## src/rtl/frame_loader_if.sv

```systemverilog
// frame_loader_if: source stream handshake and bank write port of the frame loader
interface frame_loader_if #(
    parameter int DATA_W = 16,
    parameter int ADDR_W = 15
);
    logic [DATA_W-1:0] src_data;
    logic              src_valid;
    logic              src_ready;
    logic              wr_en_b1;
    logic              wr_en_b2;
    logic [ADDR_W-1:0] wr_addr;
    logic [DATA_W-1:0] wr_data;
    modport master (
        input  src_data, src_valid,
        output src_ready, wr_en_b1, wr_en_b2, wr_addr, wr_data
    );
    modport slave (
        output src_data, src_valid,
        input  src_ready, wr_en_b1, wr_en_b2, wr_addr, wr_data
    );
endinterface

```

## src/rtl/frame_loader_fsm.sv

```systemverilog
// frame_loader_fsm: streams source words into the frame bank not being read by VGA
module frame_loader_fsm #(
    parameter int DATA_W       = 16,
    parameter int ADDR_W       = 15,
    parameter int FRAME_WORDS  = 30000,
    parameter int TOTAL_FRAMES = 6572,
    parameter int FRAME_W      = 13
) (
    input  logic               CLK_40,
    input  logic               reset,
    input  logic               start,
    input  logic               switch_mode,
    input  logic               read_bank1,
    frame_loader_if.master     bus,
    output logic [FRAME_W-1:0] frame_idx,
    output logic               busy,
    output logic               underrun,
    output logic [7:0]         underrun_count,
    output logic               video_done
);
    typedef enum logic [1:0] {IDLE, LOAD, WAIT_SWITCH, DONE} state_t;
    state_t state, state_nxt;
    logic              tgt;
    logic [ADDR_W-1:0] addr;
    logic              wr_b1_q, wr_b2_q;
    logic              xfer, last_word, last_frame, active, restart, sw, ur;
    assign xfer       = bus.src_valid && bus.src_ready;
    assign last_word  = addr == ADDR_W'(FRAME_WORDS - 1);
    assign last_frame = frame_idx == FRAME_W'(TOTAL_FRAMES - 1);
    assign active     = state == LOAD || state == WAIT_SWITCH;
    assign restart    = start && (state == IDLE || state == DONE);
    assign sw         = switch_mode && active;
    // a switch abandons the frame unless its last word lands in the same cycle
    assign ur         = sw && state == LOAD && !(xfer && last_word);
    // a strobe registered just before reset must not reach the bank during reset
    assign bus.wr_en_b1 = wr_b1_q && !reset;
    assign bus.wr_en_b2 = wr_b2_q && !reset;

    // state register
    always_ff @(posedge CLK_40) begin
        state <= reset ? IDLE : state_nxt;
    end

    // next-state logic
    always_comb begin
        state_nxt = restart ? LOAD :
                    sw ? (last_frame ? DONE : LOAD) :
                    (state == LOAD && xfer && last_word) ? WAIT_SWITCH : state;
    end

    // state-decoded outputs
    always_comb begin
        bus.src_ready = state == LOAD;
        busy          = active;
        video_done    = state == DONE;
    end

    // write port, address/frame counters and target bank
    always_ff @(posedge CLK_40) begin
        if (reset) begin
            wr_b1_q        <= 1'b0;
            wr_b2_q        <= 1'b0;
            bus.wr_addr    <= '0;
            bus.wr_data    <= '0;
            underrun       <= 1'b0;
            underrun_count <= '0;
            addr           <= '0;
            frame_idx      <= '0;
            tgt            <= 1'b0;
        end else begin
            wr_b1_q  <= xfer && !tgt;
            wr_b2_q  <= xfer && tgt;
            underrun <= ur;
            if (xfer) begin
                bus.wr_addr <= addr;
                bus.wr_data <= bus.src_data;
            end
            if (restart) begin
                addr           <= '0;
                frame_idx      <= '0;
                underrun_count <= '0;
                tgt            <= read_bank1;
            end else begin
                if (ur && underrun_count != 8'hFF)
                    underrun_count <= underrun_count + 1'b1;
                if (sw) begin
                    tgt <= !tgt;
                    if (!last_frame) begin
                        frame_idx <= frame_idx + 1'b1;
                        addr      <= '0;
                    end
                end else if (xfer && !last_word) begin
                    addr <= addr + 1'b1;
                end
            end
        end
    end
endmodule

```

## src/flat_wrapper.sv

```systemverilog
// flat-port wrapper written by rule: the top's interface ports become plain ports
module frame_loader_fsm_flat 
#(
    parameter int DATA_W       = 16,
    parameter int ADDR_W       = 15,
    parameter int FRAME_WORDS  = 30000,
    parameter int TOTAL_FRAMES = 6572,
    parameter int FRAME_W      = 13
)
  (CLK_40, reset, start, switch_mode, read_bank1, frame_idx, busy, underrun, underrun_count, video_done, bus_src_data, bus_src_valid, bus_src_ready, bus_wr_en_b1, bus_wr_en_b2, bus_wr_addr, bus_wr_data);
  frame_loader_if #(.DATA_W(DATA_W), .ADDR_W(ADDR_W)) bus_i ();
  input  logic CLK_40;
  input  logic reset;
  input  logic start;
  input  logic switch_mode;
  input  logic read_bank1;
  output logic [FRAME_W-1:0] frame_idx;
  output logic busy;
  output logic underrun;
  output logic [7:0] underrun_count;
  output logic video_done;
  input wire logic [$bits(bus_i.src_data)-1:0] bus_src_data;
  input wire logic [$bits(bus_i.src_valid)-1:0] bus_src_valid;
  output wire logic [$bits(bus_i.src_ready)-1:0] bus_src_ready;
  output wire logic [$bits(bus_i.wr_en_b1)-1:0] bus_wr_en_b1;
  output wire logic [$bits(bus_i.wr_en_b2)-1:0] bus_wr_en_b2;
  output wire logic [$bits(bus_i.wr_addr)-1:0] bus_wr_addr;
  output wire logic [$bits(bus_i.wr_data)-1:0] bus_wr_data;
  assign bus_i.src_data = bus_src_data;
  assign bus_i.src_valid = bus_src_valid;
  assign bus_src_ready = bus_i.src_ready;
  assign bus_wr_en_b1 = bus_i.wr_en_b1;
  assign bus_wr_en_b2 = bus_i.wr_en_b2;
  assign bus_wr_addr = bus_i.wr_addr;
  assign bus_wr_data = bus_i.wr_data;
  frame_loader_fsm #(.DATA_W(DATA_W), .ADDR_W(ADDR_W), .FRAME_WORDS(FRAME_WORDS), .TOTAL_FRAMES(TOTAL_FRAMES), .FRAME_W(FRAME_W)) u_core (.CLK_40(CLK_40), .reset(reset), .start(start), .switch_mode(switch_mode), .read_bank1(read_bank1), .bus(bus_i), .frame_idx(frame_idx), .busy(busy), .underrun(underrun), .underrun_count(underrun_count), .video_done(video_done));
endmodule
```

## config.mk

```make
export PLATFORM = sky130hd
export DESIGN_NAME = frame_loader_fsm_flat
export DESIGN_NICKNAME = d
export VERILOG_FILES = /design/src/rtl/frame_loader_if.sv /design/src/rtl/frame_loader_fsm.sv /design/src/flat_wrapper.sv
export SDC_FILE = /design/constraint.sdc
export NUM_CORES = 1
export LEC_CHECK = 0
export CORE_MARGIN = 2
export CORE_UTILIZATION = 40
export DETAILED_ROUTE_END_ITERATION = 6
export GPL_TIMING_DRIVEN = 0
export MAX_ROUTING_LAYER = met4
export PLACE_DENSITY = 0.67
export SYNTH_ARGS = -nofsm -noshare
export SYNTH_HDL_FRONTEND = slang
export SYNTH_SLANG_ARGS = --single-unit
```

## constraint.sdc

```tcl
create_clock -name CLK_40 -period 2.5 [get_ports CLK_40]
set_input_delay 0.375 -clock CLK_40 [delete_from_list [all_inputs] [get_ports CLK_40]]
set_output_delay 0.375 -clock CLK_40 [all_outputs]
set_load 0.03 [all_outputs]
```

[Word-level counts from Yosys, hierarchy flattened]
Cells that the tools add are included.
Word-level totals
  input bits: 22
  logic and storage cells: 59
  register bits: 73
  output and inout port bits: 58
Operators by class
  multiplexer cells: 9
  reduce and logical (&&, ||, !) cells: 28
  add/sub/neg operators: 3
  bitwise gates (word level): 1
  eq/ne operators: 7
Operators with widths (number)
  two-way mux 15 bit: 3
  adder 15 x 1 -> 15 bit (second input constant): 1
  == test 15 bit (second input constant): 1
  logical AND 1 bit: 14
  adder 13 x 1 -> 13 bit (second input constant): 1
  == test 13 bit (second input constant): 1
  adder 8 x 1 -> 8 bit (second input constant): 1
  != test 8 bit (second input constant): 1
  two-way mux 2 bit: 3
  nonzero test 2 bit: 3
  == test 2 bit (second input constant): 2
  logical NOT 1 bit: 4
  AND reduction 2 bit: 2
  two-way mux 1 bit: 3
  nonzero test 3 bit: 1
  == test 2 x 1 -> 1 bit (second input constant): 1
  logical NOT 2 bit: 1
  logical OR 1 bit: 2
  != test 2 bit (second input constant): 1
  OR reduction 2 bit: 1
  inverter 1 bit: 1

[Logic depth before layout (Yosys ltp)]
Gate-level depths: netlist of the first run.
  depth in word-level cells: 7
  depth in mapped cells: 8
  gate-level depth less buffers: 7

[Worst setup path after synthesis of the first run]
Ideal clock, no wire load.
  path type: flip-flop to flip-flop
  start: reg u_core.state[1]
  end: reg u_core.underrun_count[2]
  stages on the path, launching flop included: 9
  path slack: 0.422 ns
  clock period less this slack: 2.078 ns
  setup time: 0.116 ns
  data arrival time: 1.962 ns
  cell sequence: dfxtp_1 -> inv_1 -> ha_1 -> nor2b_1 -> clkbuf_1 -> nand2_1 -> nor3_1 -> a21oi_1 -> a31o_2
On the way
  cells in the longest elaborated chain, start to end: 6
  elaborated cells between the ends (all ways): 15
RTL lines
  start, declared: line frame_loader_fsm.sv:22  | state_t state, state_nxt;
  start signal, assigned: line frame_loader_fsm.sv:41  | state <= reset ? IDLE : state_nxt;
  == test 2 x 1 -> 1 bit or == test 2 bit (tied branches): line frame_loader_fsm.sv:30, frame_loader_fsm.sv:34, frame_loader_fsm.sv:53
  logical OR 1 bit or logical AND 1 bit (tied branches): line frame_loader_fsm.sv:30, frame_loader_fsm.sv:27
  logical AND 1 bit (on tied branches): line frame_loader_fsm.sv:32, frame_loader_fsm.sv:34
  logical AND 1 bit or logical NOT 1 bit (tied branches): line frame_loader_fsm.sv:34  | assign ur = sw && state == LOAD && !(xfer && last_word);
  logical AND 1 bit: line frame_loader_fsm.sv:34
  logical AND 1 bit: line frame_loader_fsm.sv:84  | if (ur && underrun_count != 8'hFF)
  end signal, assigned: line frame_loader_fsm.sv:85  | underrun_count <= underrun_count + 1'b1;
  end, declared: line frame_loader_fsm.sv:18  | output logic [7:0] underrun_count,
Parallel ways exist; a longest one is shown, timed or not.
A chain may end at the register's enable or synchronous reset.

[Worst setup path in the final report of the first run]
  start: in reset
  end: out bus_wr_en_b1
On the way
  cells in the longest elaborated chain, start to end: 2
RTL lines
  start, declared: line flat_wrapper.sv:13  | input logic reset;
  logical NOT 1 bit: line frame_loader_fsm.sv:36  | assign bus.wr_en_b1 = wr_b1_q && !reset;
  logical AND 1 bit: line frame_loader_fsm.sv:36
  end, declared: line flat_wrapper.sv:25  | output wire logic [$bits(bus_i.wr_en_b1)-1:0] bus_wr_en_b1;
No other way between the ends.

==> results.yml, run 1 <==
power:
  cell_internal_pwr_mw: 2.01
  clkPwrFrac: 0.419
  p_comb_frac: 0.129
  p_sw_uw: 667
  p_leak_nw: 1.39
  p_per_area_nw_per_um2: 624
  finalPower_mw: 2.67
  p_seq_frac: 0.451
  ir_drop_uv: 396
  swShare: 0.249
global_route:
  use_met3: 0.0460
  grt.total_usage: 0.194
  met1_usage: 0.255
  busiest_layer: "met2"
  first_global_vias: 2727
  grt_pass1_wl_um: 12700
  grt_max_degree: 13
  use_met2: 0.278
  overflow: 0
  antenna_found_initial: 0
setup_path:
  cpMostUsedCell: "clkdlybuf4s50_1"
  crit_chain: "clkdlybuf4s50_1, clkbuf_1, nor2b_1, clkdlybuf4s50_1"
  critPathRequiredTime_ns: 2.12
  worstPathMaxFanout: 10
  cp-start-kind: "input pin"
  critPathSlowestCell: "clkdlybuf4s50_1"
  path_class: "input pin to primary output"
  crit_family: "buffers and inverters"
  endpoint_kind: "primary output"
  crit_buf_inv: 3
  max_stage_delay_ns: 0.61
  r2r_slack_ns: 0.17
  arrival_ns: 1.99
synth:
  synth_edf_count: 0
  synth_cells: 388
  synth-warning-count: 0
  synth-seq-area-share: 0.469
  ys.flop_type: "dfxtp_1"
  ys_types: 36
  ys_async_sr_fraction: 0
  synth_area_per_cell_sq_um: 8.03
  synth_nets: 415
  syn_area_sq_um: 3120
  synth_seq_cells: 73
timing:
  hold_violations: 0
  max_freq_ghz: 0.422
  setup_tns_ns: 0
  rsz0062_at_grt: "true"
  slew_viol_final: 0
  slew_headroom: 0.486
  timing.final.crit_share: 0.947
  setup_viol: 0
  tightest_slew_ns: 0.765
  finClkSkew_ns: 0.0100
  fin_crit_ns: 2.37
layout:
  synthToLayoutAreaGrowth_pct: 37.5
  insertedDiodeCount: 0
  final_core_util: 0.560
  drive_gt1_frac: 0.0455
  instances_no_fill: 585
  nets: 505
  design_area_sq_um: 4280
clock_network:
  htree_levels: 3
  cts_tree: "yes"
  clock-root-buffer: "clkbuf_8"
  hold_buffers: 0
  cts_buffers: 9
  cts.sinks: 73
  cts_setup_buffers: 0
  path_clk_slew_ns: 0.07
  insertion_delay_ns: 0.35
  cts_buffer_depth: 2
floorplan:
  num_rows: 32
  fp.dieArea_sq_um: 8510
  io_pins: 80
  design.core.area_sq_um: 7650
  die_h_um: 92.3
  die_x_um: 92.3
  initial_utilization: 0.407
detailed_routing:
  antenna_left: 0
  drtIter0Drc: 124
  firstDrtPassIters: 4
  drt_wl_total_um: 7570
  wl_per_cell_um: 12.9
  via_per_inst: 5.07
  vias: 2965
  drc: 0
placed_design:
  numPortBuffers: 79
  place.gp.congestion: 0.894
  dp_cells: 569
  postPlaceCellArea_sq_um: 4030
  dp_hpwl_um: 5430
job:
  maxCapViolCount: 0
run_status:
  outcome: "finished clean"
min_path:
  hold_class: "flip-flop to flip-flop"
[synthesized netlist by cell type (2+ instances only)]
cell type / n / area, sq um
a21oi_1: 54 / 270
a31o_2: 2 / 17.5
a31oi_1: 3 / 18.8
and3_1: 4 / 25.0
and4b_1: 3 / 30.0
clkbuf_1: 20 / 75.1
dfxtp_1: 73 / 1460
ha_1: 5 / 62.6
inv_1: 4 / 15.0
mux2i_1: 3 / 30.0
nand2_1: 87 / 327
nand2b_1: 3 / 18.8
nand3_1: 13 / 65.1
nand3b_1: 6 / 45.0
nand4_1: 12 / 75.1
nand4b_1: 3 / 26.3
nor2_1: 32 / 120
nor2b_1: 3 / 18.8
nor3_1: 11 / 55.1
nor4_1: 4 / 25.0
nor4bb_1: 2 / 20.0
o21ai_0: 11 / 55.1
o31ai_1: 2 / 15.0
or3_1: 5 / 31.3
xnor2_1: 7 / 61.3
xor2_1: 6 / 52.6
[cells in the final DEF (no fill, tap or decap), types with 2 or more instances in the layout]
cell type        instances
inv_1                    4
mux2i_1                  3
or3_1                    5
nor2b_1                  3
a21oi_1                 54
and4b_1                  3
a31o_2                   2
clkdlybuf4s50_1         79
bufinv_16                3
nor4bb_1                 2
o21ai_0                 11
o31ai_1                  2
nor3_1                  10
and3_1                   4
nor2_1                  32
nand2b_1                 3
clkbuf_1                21
ha_1                     5
xnor2_1                  7
nand4_1                 12
nand3b_1                 6
nand3_1                 13
nand2_1                 87
xor2_1                   6
nand4b_1                 3
nor4_1                   4
a31oi_1                  3
dfxtp_1                 73
clkbuf_8                10
[power by group through the flow]
| stage | combinational [mW] | clock (mW) | sequential, mW |
|---|---|---|---|
| final | 0.345 | 1.12 | 1.21 |
| after global placement | 0.343 | 0 | 1.23 |
| after CTS | 0.348 | 1.14 | 1.21 |
| after global routing | 0.378 | 1.21 | 1.21 |
| after detailed placement | 0.347 | 0 | 1.23 |
| after floorplan | 0.169 | 0 | 1.27 |
[sequential cells by signal, indices dropped and copies added, names as in the netlist]
name / count
u_core.underrun: 1
u_core.wr_b1_q: 1
u_core.underrun_count: 8
u_core.bus.wr_addr: 15
u_core.bus.wr_data: 16
u_core.addr: 15
u_core.wr_b2_q: 1
u_core.frame_idx: 13
u_core.state: 2
u_core.tgt: 1
[tightest hold or removal path, cell delays in order, from the launching register on]
cell,delay [ns]
dfxtp_1,0.31
nand2_1,0.05
a21oi_1,0.05
[through the flow]
stage	setup slack (ns)	hold WS, ns
final	0.132	0.454
after global routing	-0.0239	0.469
after CTS	0.00296	0.456
after detailed placement	-0.106	0.446
after global placement	-0.103	0.442
after floorplan	0.422	0.434
[cell type report]
type	instances	area [sq um]
fillers	738	3360
multi-input cells	290	1570
flip-flops and latches	73	1460
repair buffers	79	791
clock buffers	11	141
well taps	102	128
clock inverters	5	103
plain buffers	21	78.8
inverters	4	15.0
[metal layers]
layer	share of wire	routed length, um
met3	0.053	402
met4	0.018	140
met5	0	0
met2	0.45	3410
met1	0.48	3620
[path summary, 6_finish.rpt]
check / from / to / depth (start not counted)
setup / recovery: reset / bus_wr_en_b1 / 4
hold / removal: u_core.bus.wr_addr[11] / u_core.bus.wr_addr[11] / 2
setup reg to reg: u_core.state[1] / u_core.underrun_count[7] / 8
hold reg to reg: u_core.bus.wr_addr[11] / u_core.bus.wr_addr[11] / 2
[logic make-up (layout without fill, tap and decap cells)]
logic type,Yosys count,count (layout),synth area share
and+or+nand+nor,195,195,0.306
AOI/OAI and AO/OA,74,74,0.129
DFF,73,73,0.469
buffers and inverters,25,120,0.0301
xor gates and xnor gates,13,13,0.0365
adders and majority gates,5,5,0.0201
muxes,3,3,0.00964
[what timing repair did]
item	in CTS	in global routing
endpoints found under the setup margin	0	4
gates resized for setup	0	1
endpoints found under the hold margin	0	0
No activity file was read; power rests on OpenSTA's default activity.
==> run 2, diff against run 1 <==
ABC_AREA = 1   (was not set)
PLACE_DENSITY = 0.66   (was 0.67)
==> results.yml, run 2 <==
run_status:
  outcome: "finished clean"
global_route:
  overflow: 0
  grt.total_usage: 0.201
  antenna_found_initial: 0
  grt_max_degree: 14
  grt_pass1_wl_um: 15300
  first_global_vias: 3326
clock_network:
  clock-root-buffer: "clkbuf_8"
  cts_buffers: 9
  cts_tree: "yes"
  cts_buffer_depth: 2
  cts.sinks: 73
  htree_levels: 3
  post_cts_resized: 0
  path_clk_slew_ns: 0.08
  cts_setup_buffers: 0
  hold_buffers: 0
  insertion_delay_ns: 0.34
layout:
  most-common-layout-cells: "106 x nand2_1, 93 x nor2_1, 78 x clkdlybuf4s50_1"
  nets: 618
  insertedDiodeCount: 0
  fillers: 848
  design_area_sq_um: 4550
  synthToLayoutAreaGrowth_pct: 32.5
  top_regs: "u_core.bus.wr_data x16, u_core.addr x15, u_core.bus.wr_addr x15"
  regMostFlops: "u_core.bus.wr_data"
  final_common_cell: "nand2_1"
  final_core_util: 0.551
  drive_gt1_frac: 0.0604
  multiInputGateArea_sq_um: 1690
  largest_register_ffs: 16
  seq_area_sq_um: 1460
detailed_routing:
  firstDrtPassIters: 4
  vias: 3491
  drt_wl_total_um: 9060
  via_per_inst: 4.98
  antenna_left: 0
  wl_per_cell_um: 12.9
  drtIter0Drc: 145
  drc: 0
synth:
  synth_area_per_cell_sq_um: 6.84
  synth_seq_cells: 73
  synth.top_cells.by_count: "106 x nand2_1, 93 x nor2_1, 73 x dfxtp_1, 47 x inv_1"
  synth-seq-area-share: 0.425
  post-synth-top-count-cell: "nand2_1"
  ys_types: 30
  synth_cells: 502
  synth-warning-count: 0
  synth_nets: 529
  ys_async_sr_fraction: 0
  ys.flop_type: "dfxtp_1"
  synthTopCellsByArea: "dfxtp_1 43%, nand2_1 12%, nor2_1 10%"
  synth_top_area_share: 0.425
  synth_edf_count: 0
  synth_largest_area_cell: "dfxtp_1"
  syn_area_sq_um: 3440
setup_path:
  arrival_ns: 1.79
  critPathRequiredTime_ns: 2.12
  path_class: "flip-flop to primary output"
  endpoint_kind: "primary output"
  worstPathMaxFanout: 2
  cp-start-kind: "flip-flop"
min_path:
  hold_class: "input pin to flip-flop"
timing:
  finClkSkew_ns: 0.00755
  slew_viol_final: 0
  setup_tns_ns: 0
  tightest_slew_ns: 0.493
  setup_viol: 0
  hold_violations: 0
  slew_headroom: 0.671
  timing.final.crit_share: 0.866
  max_freq_ghz: 0.462
  fin_crit_ns: 2.17
  rsz0062_at_grt: "false"
floorplan:
  io_pins: 80
  die_h_um: 96.7
  fp.dieArea_sq_um: 9350
  num_rows: 33
  die_x_um: 96.7
  design.core.area_sq_um: 8260
  initial_utilization: 0.416
job:
  maxCapViolCount: 0
power:
  finalPower_mw: 2.74
  p_leak_nw: 1.65
  ir_drop_uv: 401
  p_per_area_nw_per_um2: 601
placed_design:
  dp_hpwl_um: 6660
  numPortBuffers: 78
  postPlaceCellArea_sq_um: 4350
  place.gp.congestion: 0.902
[run 2: worst paths after layout]
kind / cells after the start / slack [ns] / startpoint / to
worst max register to register: 8 / 0.62 / u_core.state[1] / u_core.frame_idx[12]
worst max-delay path: 4 / 0.33 / u_core.state[1] / busy
worst min register to register: 1 / 0.47 / u_core.tgt / u_core.wr_b1_q
worst min-delay path: 2 / 0.41 / reset / u_core.underrun
[run 2: cells by family (layout without fill, tap and decap cells)]
family / count (synthesis) / count (layout) / share of synthesized area
and+or+nand+nor: 261 / 261 / 0.324
AOI/OAI and AO/OA: 86 / 86 / 0.128
DFF: 73 / 73 / 0.425
buffers and inverters: 69 / 163 / 0.0841
xor gates and xnor gates: 8 / 8 / 0.0204
adders and majority gates: 5 / 5 / 0.0182
[run 2: where the power goes]
group	switching (mW)	internal, mW
sequential	0.0325	1.22
combinational	0.332	0.201
clock	0.460	0.490
total	0.825	1.91
[run 2: area by class of cell]
type	count	share of cell area
clock buffers	10	0.0302
multi-input cells	360	0.370
plain buffers	20	0.0231
inverters	49	0.0404
well taps	105	0.0289
repair buffers	78	0.172
clock inverters	6	0.0146
flip-flops and latches	73	0.321
[run 2: stage by stage]
step | std cells | hold slack [ns] | worst slack, ns
floorplan | 502 | 0.419 | 0.745
global placement | 685 | 0.435 | 0.495
detailed placement | 685 | 0.442 | 0.460
CTS | 701 | 0.407 | 0.311
global route | 701 | 0.436 | 0.235
finish | 701 | 0.405 | 0.334
[run 2: critical path, stage by stage, from the launching register on]
cell and delay (ns):
dfxtp_1 0.34, inv_1 0.06, ha_1 0.28, inv_1 0.09, clkdlybuf4s50_1 0.68
[run 2: layer usage]
metal | vias up | global-route usage | wire length [um]
met4 | 0 | 0.0488 | 28
met2 | 93 | 0.336 | 4340
met5 | - | - | 0
li1 | 1789 | - | -
met1 | 1607 | 0.243 | 4170
met3 | 2 | 0.0506 | 519
